$ cat config.mk
export PLATFORM = sky130hd
export DESIGN_NAME = seven_seg_scan_ctrl
export DESIGN_NICKNAME = d
export VERILOG_FILES = /design/src/rtl/seven_seg_pkg.sv /design/src/rtl/bin2bcd_seq.sv /design/src/rtl/seven_seg_scan_ctrl.sv
export SDC_FILE = /design/constraint.sdc
export NUM_CORES = 1
export LEC_CHECK = 0
export BUFFER_PORTS_ARGS = -buffer_cell sky130_fd_sc_hd__buf_2
export CORE_UTILIZATION = 50
export DETAILED_ROUTE_END_ITERATION = 8
export PLACE_DENSITY = 0.65
export SYNTH_ARGS = -nofsm -noshare
export SYNTH_HDL_FRONTEND = slang
export SYNTH_HIERARCHICAL = 1
export SYNTH_SLANG_ARGS = --single-unit
$ cat constraint.sdc
create_clock -name clk -period 7 [get_ports clk]
set_input_delay 0.7 -clock clk [delete_from_list [all_inputs] [get_ports clk]]
set_output_delay 0.7 -clock clk [all_outputs]
set_load 0.1 [all_outputs]
$ cat src/rtl/seven_seg_pkg.sv
`default_nettype none
//==============================================================================
// Module      : seven_seg_pkg
// Description : Shared segment patterns, conversion FSM states and the BCD to
//               7-segment decoder used by the scanned display controller.
// Revision    : 1.0 - initial release
//==============================================================================
package seven_seg_pkg;

    // Active-low gfedcba cathode patterns
    localparam logic [6:0] SEG_0     = 7'b1000000;
    localparam logic [6:0] SEG_1     = 7'b1111001;
    localparam logic [6:0] SEG_2     = 7'b0100100;
    localparam logic [6:0] SEG_3     = 7'b0110000;
    localparam logic [6:0] SEG_4     = 7'b0011001;
    localparam logic [6:0] SEG_5     = 7'b0010010;
    localparam logic [6:0] SEG_6     = 7'b0000010;
    localparam logic [6:0] SEG_7     = 7'b1111000;
    localparam logic [6:0] SEG_8     = 7'b0000000;
    localparam logic [6:0] SEG_9     = 7'b0010000;
    localparam logic [6:0] SEG_DASH  = 7'b0111111;
    localparam logic [6:0] SEG_BLANK = 7'h7F;

    // Binary to BCD converter sequencing
    typedef enum logic [1:0] {
        IDLE = 2'd0,
        CONV = 2'd1,
        LOAD = 2'd2
    } conv_state_t;

    // Non-decimal nibbles fall back to the '0' glyph
    function automatic logic [6:0] seg_decode(input logic [3:0] bcd);
        logic [6:0] v_seg;
        case (bcd)
            4'd0:    v_seg = SEG_0;
            4'd1:    v_seg = SEG_1;
            4'd2:    v_seg = SEG_2;
            4'd3:    v_seg = SEG_3;
            4'd4:    v_seg = SEG_4;
            4'd5:    v_seg = SEG_5;
            4'd6:    v_seg = SEG_6;
            4'd7:    v_seg = SEG_7;
            4'd8:    v_seg = SEG_8;
            4'd9:    v_seg = SEG_9;
            default: v_seg = SEG_0;
        endcase
        return v_seg;
    endfunction

endpackage
`default_nettype wire

$ cat src/rtl/bin2bcd_seq.sv
`default_nettype none
//==============================================================================
// Module      : bin2bcd_seq
// Description : Sequential double-dabble converter with a valid/ready load
//               port. One shift/add-3 step per cycle; result and overflow
//               flag are presented together with a one-cycle done strobe.
// Revision    : 1.0 - initial release
//==============================================================================
module bin2bcd_seq
    import seven_seg_pkg::*;
#(
    parameter int VAL_W      = 14,
    parameter int NUM_DIGITS = 4
) (
    input  logic                    clk,
    input  logic                    rst_n,
    input  logic [VAL_W-1:0]        value,
    input  logic                    value_vld,
    output logic                    value_rdy,
    output logic [4*NUM_DIGITS-1:0] bcd,
    output logic                    ovf,
    output logic                    done
);

    localparam int                 c_bcd_w     = 4 * NUM_DIGITS;
    localparam int                 c_step_w    = $clog2(VAL_W + 1);
    localparam logic [c_step_w-1:0] c_last_step = c_step_w'(VAL_W - 1);
    localparam logic [63:0]        c_limit     = 64'(10 ** NUM_DIGITS);

    conv_state_t           r_state;
    conv_state_t           w_next;
    logic                  r_rdy;
    logic [VAL_W-1:0]      r_bin;
    logic [c_bcd_w-1:0]    r_work;
    logic [c_bcd_w-1:0]    w_adj;
    logic [c_step_w-1:0]   r_step;
    logic                  r_ovf_next;
    logic                  w_accept;
    logic                  w_ovf_cap;

    // Add 3 to every nibble that is 5 or more before the next left shift.
    // Only the displayed digits are kept: digits above them cannot feed back
    // into lower ones, so the result is value mod 10**NUM_DIGITS.
    function automatic logic [c_bcd_w-1:0] dd_adjust(input logic [c_bcd_w-1:0] b);
        logic [c_bcd_w-1:0] v_adj;
        v_adj = b;
        for (int i = 0; i < NUM_DIGITS; i++) begin
            if (v_adj[4*i +: 4] > 4'd4) begin
                v_adj[4*i +: 4] = v_adj[4*i +: 4] + 4'd3;
            end
        end
        return v_adj;
    endfunction

    assign w_accept  = value_vld && r_rdy;
    assign w_ovf_cap = (64'(value) >= c_limit);
    assign w_adj     = dd_adjust(r_work);

    // Conversion state register
    always_ff @(posedge clk) begin
        if (!rst_n) begin
            r_state <= IDLE;
        end else begin
            r_state <= w_next;
        end
    end

    // Next-state decode: capture, VAL_W shift steps, one load cycle
    always_comb begin
        w_next = r_state;
        case (r_state)
            IDLE:    if (w_accept) w_next = CONV;
            CONV:    if (r_step == c_last_step) w_next = LOAD;
            LOAD:    w_next = IDLE;
            default: w_next = IDLE;
        endcase
    end

    // Ready is registered so it stays low throughout reset
    always_ff @(posedge clk) begin
        if (!rst_n) begin
            r_rdy <= 1'b0;
        end else begin
            r_rdy <= (w_next == IDLE);
        end
    end

    // Capture and double-dabble shift datapath
    always_ff @(posedge clk) begin
        if (!rst_n) begin
            r_bin      <= '0;
            r_work     <= '0;
            r_step     <= '0;
            r_ovf_next <= 1'b0;
        end else if (r_state == IDLE && w_accept) begin
            r_bin      <= value;
            r_work     <= '0;
            r_step     <= '0;
            r_ovf_next <= w_ovf_cap;
        end else if (r_state == CONV) begin
            r_work <= c_bcd_w'({w_adj, r_bin[VAL_W-1]});
            r_bin  <= r_bin << 1;
            r_step <= r_step + c_step_w'(1);
        end
    end

    assign value_rdy = r_rdy;
    assign bcd       = r_work;
    assign ovf       = r_ovf_next;
    assign done      = (r_state == LOAD);

endmodule
`default_nettype wire

$ cat src/rtl/seven_seg_scan_ctrl.sv
`default_nettype none
//==============================================================================
// Module      : seven_seg_scan_ctrl
// Description : Multiplexed NUM_DIGITS 7-segment driver. Sequential BCD
//               conversion, leading-zero blanking, overflow dashes and
//               16-level PWM brightness; anode/seg are registered outputs.
// Revision    : 1.0 - initial release
//==============================================================================
module seven_seg_scan_ctrl
    import seven_seg_pkg::*;
#(
    parameter int NUM_DIGITS = 4,
    parameter int VAL_W      = 14,
    parameter int SCAN_DIV   = 100000
) (
    input  logic                  clk,
    input  logic                  rst_n,
    input  logic [VAL_W-1:0]      value,
    input  logic                  value_vld,
    output logic                  value_rdy,
    input  logic                  blank_lz,
    input  logic [3:0]            bright,
    output logic                  ovf,
    output logic [NUM_DIGITS-1:0] anode,
    output logic [6:0]            seg
);

    localparam int                 c_cnt_w    = $clog2(SCAN_DIV + 1);
    localparam int                 c_idx_w    = (NUM_DIGITS > 1) ? $clog2(NUM_DIGITS) : 1;
    localparam logic [c_cnt_w-1:0] c_pre_last = c_cnt_w'(SCAN_DIV - 1);
    localparam logic [c_idx_w-1:0] c_idx_last = c_idx_w'(NUM_DIGITS - 1);

    logic [4*NUM_DIGITS-1:0] w_bcd;
    logic                    w_ovf_next;
    logic                    w_done;
    logic [4*NUM_DIGITS-1:0] r_bcd;
    logic                    r_ovf;
    logic [c_cnt_w-1:0]      r_pre;
    logic [c_idx_w-1:0]      r_idx;
    logic [c_cnt_w-1:0]      r_thr;
    logic [c_cnt_w-1:0]      w_thr;
    logic                    w_lit;
    logic [3:0]              w_digit [NUM_DIGITS];
    logic [NUM_DIGITS-1:0]   w_lz;
    logic [NUM_DIGITS-1:0]   w_anode;
    logic [6:0]              w_seg;

    bin2bcd_seq #(
        .VAL_W      (VAL_W),
        .NUM_DIGITS (NUM_DIGITS)
    ) u_conv (
        .clk       (clk),
        .rst_n     (rst_n),
        .value     (value),
        .value_vld (value_vld),
        .value_rdy (value_rdy),
        .bcd       (w_bcd),
        .ovf       (w_ovf_next),
        .done      (w_done)
    );

    // Display value and overflow flag change together on the done strobe
    always_ff @(posedge clk) begin
        if (!rst_n) begin
            r_bcd <= '0;
            r_ovf <= 1'b0;
        end else if (w_done) begin
            r_bcd <= w_bcd;
            r_ovf <= w_ovf_next;
        end
    end

    assign ovf = r_ovf;

    // On-time threshold for the coming slot: (bright+1)/16 of SCAN_DIV
    assign w_thr = c_cnt_w'(((32'(bright) + 32'd1) * 32'(SCAN_DIV)) >> 4);

    // Slot prescaler, digit index and per-slot brightness threshold
    always_ff @(posedge clk) begin
        if (!rst_n) begin
            r_pre <= '0;
            r_idx <= '0;
            r_thr <= '0;
        end else if (r_pre == c_pre_last) begin
            r_pre <= '0;
            r_idx <= (r_idx == c_idx_last) ? '0 : r_idx + c_idx_w'(1);
            r_thr <= w_thr;
        end else begin
            r_pre <= r_pre + c_cnt_w'(1);
        end
    end

    assign w_lit = (r_pre < r_thr);

    // Digit 0 is the leftmost (most significant) digit and drives the top anode bit
    generate
        for (genvar g = 0; g < NUM_DIGITS; g++) begin : g_digit
            assign w_digit[g]                = r_bcd[4*(NUM_DIGITS-1-g) +: 4];
            assign w_anode[NUM_DIGITS-1-g]   = ~(w_lit && (r_idx == c_idx_w'(g)));
        end
    endgenerate

    // w_lz[i] is set when digit i and every digit left of it are zero
    always_comb begin
        logic v_run;
        w_lz  = '0;
        v_run = 1'b1;
        for (int i = 0; i < NUM_DIGITS; i++) begin
            v_run   = v_run && (w_digit[i] == 4'd0);
            w_lz[i] = v_run;
        end
    end

    // Pattern priority: overflow dashes, then leading-zero blanking, then digit
    always_comb begin
        w_seg = seg_decode(w_digit[r_idx]);
        if (r_ovf) begin
            w_seg = SEG_DASH;
        end else if (blank_lz && w_lz[r_idx] && (r_idx != c_idx_last)) begin
            w_seg = SEG_BLANK;
        end
    end

    // Registered pin drivers, dark during reset
    always_ff @(posedge clk) begin
        if (!rst_n) begin
            anode <= '1;
            seg   <= SEG_BLANK;
        end else begin
            anode <= w_anode;
            seg   <= w_seg;
        end
    end

endmodule
`default_nettype wire

==> results of run 1 <==
state kept, by name (all words and copies together) (netlist names):
register / count
r_pre: 17
r_bcd: 16
r_thr: 16
u_conv/bcd: 16
u_conv/r_bin: 14
seg: 7
anode: 4
u_conv/r_step: 4
r_idx: 2
u_conv/r_state: 2
ovf: 1
u_conv/ovf: 1
u_conv/value_rdy: 1
path summary, 6_finish.rpt:
check                   start       endpoint  depth (start not counted)
max                 bright[0]      r_thr[16]                         13
min          u_conv/r_bin[13]  u_conv/bcd[0]                          2
max reg2reg          r_pre[1]       r_thr[5]                          6
min reg2reg  u_conv/r_bin[13]  u_conv/bcd[0]                          2
cell type report:
type / instances / share of cell area, %
Clock inverter: 4 / 0.8419
Multi-Input combinational cell: 467 / 53.88
Clock buffer: 12 / 4.109
Tap cell: 140 / 2.806
Timing Repair Buffer: 36 / 2.967
Inverter: 50 / 3.007
Sequential cell: 101 / 32.39
cells in the final DEF, fill, tap and decap left out, drive strengths merged, types with 4 or more instances in the layout:
| cell | netlist | routed |
|---|---|---|
| a211oi | 11 | 11 |
| a21boi | 14 | 14 |
| a21o | 8 | 8 |
| a21oi | 31 | 31 |
| a22oi | 13 | 13 |
| a31oi | 9 | 9 |
| and3 | 7 | 7 |
| buf | 20 | 36 |
| clkbuf | 10 | 12 |
| dfxtp | 101 | 101 |
| ha | 64 | 64 |
| inv | 50 | 52 |
| mux2i | 20 | 20 |
| mux4 | 4 | 4 |
| nand2 | 46 | 46 |
| nand2b | 4 | 4 |
| nand3 | 32 | 32 |
| nand3b | 4 | 4 |
| nor2 | 62 | 62 |
| nor2b | 12 | 12 |
| nor3 | 4 | 4 |
| nor4 | 8 | 8 |
| o211ai | 19 | 19 |
| o21ai | 17 | 17 |
| or4 | 12 | 12 |
| xnor2 | 13 | 13 |
| xor2 | 14 | 14 |
cells in the mapped netlist (5+ instances only):
cell type,number,share of area (%)
a211oi_1,11,1.4
a21o_1,8,1.1
a21boi_1,9,1.2
o21ai_0,16,1.4
dfxtp_1,101,35
and3_1,7,0.77
mux2i_1,20,3.5
xnor2_1,13,2.0
nor4_1,8,0.88
a22oi_1,13,1.7
buf_2,15,1.3
o211ai_1,19,2.5
a31oi_1,9,0.98
inv_1,50,3.3
a21boi_0,5,0.66
ha_1,64,14
or4_1,12,1.6
nand2_1,46,3.0
clkbuf_1,10,0.66
nand3_1,32,2.8
a21oi_1,31,2.7
nor2_1,62,4.1
nor2b_1,12,1.3
xor2_1,14,2.1
through the flow:
| stage | hold WS (ns) | power (W) | worst slack, ns | utilization (%) |
|---|---|---|---|---|
| 6_report | 0.4575 | 0.001311 | 3.108 | 56.84 |
| 5_1_grt | 0.4761 | 0.001372 | 2.900 | 56.84 |
| 4_1_cts | 0.4589 | 0.001322 | 3.113 | 56.84 |
| 3_5_place_dp | 0.4489 | 0.0008059 | 2.775 | 54.02 |
| 3_3_place_gp | 0.4413 | 0.0008022 | 2.810 | 54.02 |
| 2_1_floorplan | 0.4319 | 0.0007640 | 3.226 | - |
logic make-up after synthesis:
| logic type | count (synthesis) |
|---|---|
| other cells | 1 |
| xor+xnor | 27 |
| simple gates | 207 |
| flops | 101 |
| fa+ha+maj | 65 |
| compound gates | 142 |
| buf+inv | 80 |
| mux | 25 |
tightest hold or removal path: stages, from the launching register on:
cell     delay [ns]
dfxtp_1        0.31
nand2_1        0.05
a21oi_1        0.05
power breakdown:
part	switching, W	total (W)	internal (W)
registers	0.00000862	0.000595	0.000586
clock network	0.000218	0.000517	0.000299
logic	0.000125	0.000200	0.0000744
total	0.000352	0.00131	0.000960
metal layers:
metal  vias up  track usage (%)
li1       2342                -
met1      2116            30.04
met2        72            31.45
met3         6            4.005
met4         0            6.178
met5         -                0
==> results.py, run 1 <==
metrics = {
    "logic_synthesis": {
        "synth_nets": 735,
        "synth_area_per_cell_um2": 8.822,
        "synthAdderAreaFrac_pct": 14.36,
        "synth_top_family_by_area": "simple AND/OR/NAND/NOR gates",
        "synth_mux_area_share_pct": 5.275,
        "synth_flop_cell": "dfxtp_1",
        "syn_inst": 648,
        "synth-edff-count": 0,
        "synth-warning-count": 6,
        "ys_seq_area_share_pct": 35.37,
        "synth_compound_area_share_pct": 16.83,
        "synth_seq_cells": 101,
        "syn_area_mm2": 0.005717,
        "async_flop_share_pct": 0,
        "synthDistinctLibCells": 59,
        "synth-simple-area-share_pct": 18.12,
        "synth-xor-area-share_pct": 4.137,
    },
    "route": {
        "wl_met3_um": 370,
        "drc": 0,
        "wl_met2_mm": 5.126,
        "initialDrtViolationCount": 200,
        "drt_pass1_iterations": 6,
        "viasPerCell": 5.600,
        "vias": 4536,
        "routed_wl_mm": 11.66,
        "met1Wirelength_mm": 6.068,
        "ant_nets": 0,
        "top_layer_used": "met4",
        "wire_per_inst_um": 14.39,
    },
    "worst_setup_path": {
        "start_kind": "input port",
        "arrival_ns": 4.14,
        "slowest_delay_ns": 0.50,
        "end_kind": "flop",
        "path_cells": "buf_2 -> nand3_1 -> xor2_1 -> inv_1 -> ha_1 -> ha_1 -> ha_1 -> ha_1 -> and2_1 -> a221oi_1 -> a2111oi_0 -> or4_1 -> o311ai_1",
        "cp_common_cell": "ha_1",
        "r2r_slack_ns": 4.76,
        "critPathRequiredTime_ns": 7.25,
        "crit_type": "in -> reg",
        "path_max_fanout": 6,
        "cp_top_family": "adder cells",
        "slowest_stage": "or4_1",
        "critPathBufInv": 2,
    },
    "cts": {
        "postCtsHoldBufs": 0,
        "cts_buffer_depth": 2,
        "h-tree-depth": 3,
        "clkSinkCount": 101,
        "cts_root_buf": "clkbuf_16",
        "worst_skew_pair.late_latency_ns": 0.34,
        "numCtsBuffers": 9,
        "cts_setup_buffers": 0,
        "cts_tree": "yes",
        "cts.clk_slew.worst_paths_ns": 0.07,
        "post_cts_resized": 0,
    },
    "sta": {
        "final.period_utilization_pct": 55.60,
        "slew_violations": 0,
        "worst_pin_slew_ns": 1.182,
        "fmax_ghz": 0.2569,
        "max_slew_margin_pct": 20.89,
        "finalSetupViolCount": 0,
        "final.min_clock_period_ns": 3.892,
        "worst_clock_skew_ns": 0.008663,
        "setup_tns_ns": 0,
        "hold_viol": 0,
        "rsz0062_at_grt": "no",
    },
    "floorplanning": {
        "ios": 35,
        "rows": 38,
        "core-area_mm2": 0.01098,
        "dieArea_mm2": 0.01186,
        "die_x_um": 108.9,
        "die_y_um": 108.9,
        "start_util_pct": 52.05,
    },
    "layout": {
        "layout.nets": 752,
        "fin_cells": 810,
        "register_area_mm2": 0.002022,
        "syn2layout_area_growth_pct": 9.192,
        "drive_above_1_share_pct": 9.254,
        "fillers": 1013,
        "multi_input_area_mm2": 0.003363,
        "finalInstanceArea_mm2": 0.006242,
        "diodes": 0,
    },
    "status": {
        "outcome": "finished, final reports clean",
    },
    "global_routing": {
        "grt_pass1_wl_mm": 19.61,
        "grt_pass1_vias": 4100,
        "grt_max_degree": 39,
        "gr-total-overflow": 0,
        "track_usage_pct": 20.88,
        "antenna_found_initial": 0,
    },
    "pwr": {
        "leakagePower_nw": 2.384,
        "powerDensity_mw_per_mm2": 210.1,
        "vdd_drop_max_v": 0.0001729,
    },
    "run": {
        "drv_cap": 0,
    },
    "place": {
        "dpl-instance-area_mm2": 0.005933,
        "portBuffers": 34,
        "routabilityCongestion": 0.8504,
        "hpwlAfterDp_mm": 8.451,
        "dpl.cell_count": 794,
    },
    "hold_path": {
        "min_path_type": "reg -> reg",
    },
}
No activity file was read; power rests on OpenSTA's default activity.
==> run 2: changes to the inputs <==
--- a/config.mk
+++ b/config.mk
@@ -5,10 +5,11 @@
 export SDC_FILE = /design/constraint.sdc
 export NUM_CORES = 1
 export LEC_CHECK = 0
+export ABC_AREA = 1
 export BUFFER_PORTS_ARGS = -buffer_cell sky130_fd_sc_hd__buf_2
 export CORE_UTILIZATION = 50
 export DETAILED_ROUTE_END_ITERATION = 8
-export PLACE_DENSITY = 0.65
+export PLACE_DENSITY = 0.64
 export SYNTH_ARGS = -nofsm -noshare
 export SYNTH_HDL_FRONTEND = slang
 export SYNTH_HIERARCHICAL = 1
==> constraint.sdc (replaced) <==
create_clock -name clk -period 3.72 [get_ports clk]
set_input_delay 0.372 -clock clk [delete_from_list [all_inputs] [get_ports clk]]
set_output_delay 0.372 -clock clk [all_outputs]
set_load 0.1 [all_outputs]
==> results.py, run 2 <==
metrics = {
    "floorplanning": {
        "rows": 40,
        "ios": 35,
        "die_y_um": 113.6,
        "start_util_pct": 51.65,
        "die_x_um": 113.6,
        "core-area_mm2": 0.01206,
        "dieArea_mm2": 0.01291,
    },
    "cts": {
        "numCtsBuffers": 9,
        "cts_tree": "yes",
        "post_cts_resized": 0,
        "worst_skew_pair.late_latency_ns": 0.34,
        "postCtsHoldBufs": 0,
        "clkSinkCount": 101,
        "cts_buffer_depth": 2,
        "cts_setup_buffers": 0,
        "cts.clk_slew.worst_paths_ns": 0.07,
        "cts_root_buf": "clkbuf_16",
        "h-tree-depth": 3,
    },
    "sta": {
        "finalSetupViolCount": 0,
        "setup_tns_ns": 0,
        "final.min_clock_period_ns": 2.840,
        "worst_clock_skew_ns": 0.008869,
        "slew_violations": 0,
        "hold_viol": 0,
        "rsz0062_at_grt": "no",
        "final.period_utilization_pct": 76.35,
        "worst_pin_slew_ns": 0.8065,
        "fmax_ghz": 0.3521,
        "max_slew_margin_pct": 46.03,
    },
    "global_routing": {
        "grt_pass1_vias": 4893,
        "grt_max_degree": 45,
        "track_usage_pct": 21.36,
        "antenna_found_initial": 0,
        "grt_pass1_wl_mm": 22.35,
        "gr-total-overflow": 0,
    },
    "logic_synthesis": {
        "synth_flop_cell": "dfxtp_1",
        "async_flop_share_pct": 0,
        "synth_area_per_cell_um2": 6.613,
        "synth.top_cell.area_share_pct": 32.46,
        "ys_seq_area_share_pct": 32.46,
        "synthMostInstantiatedCell": "nand2_1",
        "synth_nets": 1029,
        "syn_area_mm2": 0.006230,
        "synth-warning-count": 6,
        "synth_seq_cells": 101,
        "yosys-top-cells-count": "nand2_1 (237), nor2_1 (155), inv_1 (140), dfxtp_1 (101), nand3_1 (80)",
        "yosysTopAreaCell": "dfxtp_1",
        "synth-edff-count": 0,
        "synthDistinctLibCells": 39,
        "syn_inst": 942,
        "synthTopCellsByArea": "dfxtp_1 (32%), nand2_1 (14%), ha_1 (13%)",
    },
    "route": {
        "wire_per_inst_um": 11.05,
        "initialDrtViolationCount": 302,
        "drc": 0,
        "viasPerCell": 4.760,
        "routed_wl_mm": 12.61,
        "drt_pass1_iterations": 5,
        "ant_nets": 0,
        "vias": 5431,
    },
    "worst_setup_path": {
        "crit_end": "r_thr[10]",
        "end_kind": "flop",
        "critPathRequiredTime_ns": 3.96,
        "path_cells": "buf_2 -> ha_1 -> xnor2_1 -> inv_1 -> ha_1 -> xor2_1 -> ha_1 -> ha_1 -> ha_1 -> nand3_1 -> nand3_1 -> nand2_1 -> nand2_1 -> xor2_1 -> nor2_1 -> nor2_1",
        "arrival_ns": 3.08,
        "crit_start": "bright[0]",
        "ff2ff_path_depth": 6,
        "slowest_delay_ns": 0.35,
        "crit_type": "in -> reg",
        "slowest_stage": "ha_1",
        "path_max_fanout": 6,
        "r2r-start": "u_conv/r_state[0]",
        "cp_common_cell": "ha_1",
        "r2r_slack_ns": 1.52,
        "timing.rr.end": "u_conv/ovf",
        "start_kind": "input port",
    },
    "pwr": {
        "vdd_drop_max_v": 0.0002691,
        "leakagePower_nw": 3.381,
        "total_power_w": 0.002479,
        "powerDensity_mw_per_mm2": 365.3,
    },
    "layout": {
        "regMostFlops": "r_pre",
        "drive_above_1_share_pct": 7.091,
        "final_common_cell": "nand2_1",
        "syn2layout_area_growth_pct": 8.938,
        "layout.nets": 1055,
        "final_cell_mix": "nand2_1 (237), nor2_1 (155), inv_1 (140), dfxtp_1 (101), nand3_1 (80)",
        "finalInstanceArea_mm2": 0.006787,
        "largest_reg_flops": 17,
        "diodes": 0,
    },
    "place": {
        "dpl-instance-area_mm2": 0.006509,
        "portBuffers": 34,
        "routabilityCongestion": 0.8368,
        "hpwlAfterDp_mm": 9.317,
    },
    "hold_path": {
        "min_path_type": "in -> reg",
    },
    "status": {
        "outcome": "finished, final reports clean",
    },
    "run": {
        "drv_cap": 0,
    },
}
-- run 2: changes by cell type after synthesis, moves of 10 or more --
cell,before,now
nand3_1,32,80
nand4_1,1,11
nand2_1,46,237
or4_1,12,0
a211oi_1,11,1
o211ai_1,19,2
inv_1,50,140
buf_2,15,5
a22oi_1,13,0
o21ai_0,16,41
mux2i_1,20,0
nor2_1,62,155
nor2b_1,12,0
-- run 2: cell type report --
| type | count | area [µm²] |
|---|---|---|
| Fill cell | 1225 | 5275 |
| Clock inverter | 6 | 38.79 |
| Clock buffer | 10 | 239.0 |
| Sequential cell | 101 | 2022 |
| Inverter | 143 | 538.0 |
| Tap cell | 168 | 210.2 |
| Multi-Input combinational cell | 676 | 3546 |
| Timing Repair Buffer | 37 | 192.7 |
-- run 2: worst min-delay path by stage --
| stage | startpoint | to | cells past startpoint |
|---|---|---|---|
| floorplan | r_pre[0] | r_pre[0] | 1 |
| global placement | r_pre[0] | r_pre[0] | 1 |
| detailed placement | u_conv/r_bin[0] | u_conv/r_bin[0] | 2 |
| CTS | value[0] | u_conv/r_bin[0] | 3 |
| global route | value[0] | u_conv/r_bin[0] | 3 |
| finish | value[0] | u_conv/r_bin[0] | 3 |
-- run 2: report_power, final --
part / total, W / internal, W / switching, W
logic: 0.000465 / 0.000160 / 0.000305
registers: 0.00114 / 0.00111 / 0.0000256
clock network: 0.000877 / 0.000469 / 0.000407
-- run 2: critical path, delay by kind of cell --
family | cells | cell delay (ns)
simple gates | 6 | 0.57
xor+xnor | 3 | 0.52
buf+inv | 2 | 0.26
fa+ha+maj | 5 | 1.37
-- run 2: per-stage QoR --
step | std cells | hold WS [ns] | utilization [%] | setup WS (ns)
3_3_place_gp | 1125 | 0.4306 | 53.96 | 0.5592
6_report | 1141 | 0.2211 | 56.27 | 0.8798
2_1_floorplan | 942 | 0.4175 | - | 0.8502
3_5_place_dp | 1125 | 0.4347 | 53.96 | 0.5235
4_1_cts | 1141 | 0.2131 | 56.27 | 0.8909
5_1_grt | 1141 | 0.2167 | 56.27 | 0.6495
-- run 2: logic make-up after synthesis --
family                     Yosys count  synth area share [%]
and+or+nand+nor                    509                 34.16
buffers and inverters              165                 10.62
DFF                                101                 32.46
AOI/OAI and AO/OA                   83                 6.990
adders and majority gates           65                 13.18
xor gates and xnor gates            18                 2.531
other                                1               0.06020
-- run 2: metal layers --
| metal | share of wire [%] | routed length [µm] | track usage (%) |
|---|---|---|---|
| met3 | 3.2 | 408 | 4.198 |
| met5 | 0 | 0 | 0 |
| met1 | 53 | 6721 | 28.88 |
| met4 | 1.3 | 159 | 5.877 |
| met2 | 42 | 5318 | 34.67 |
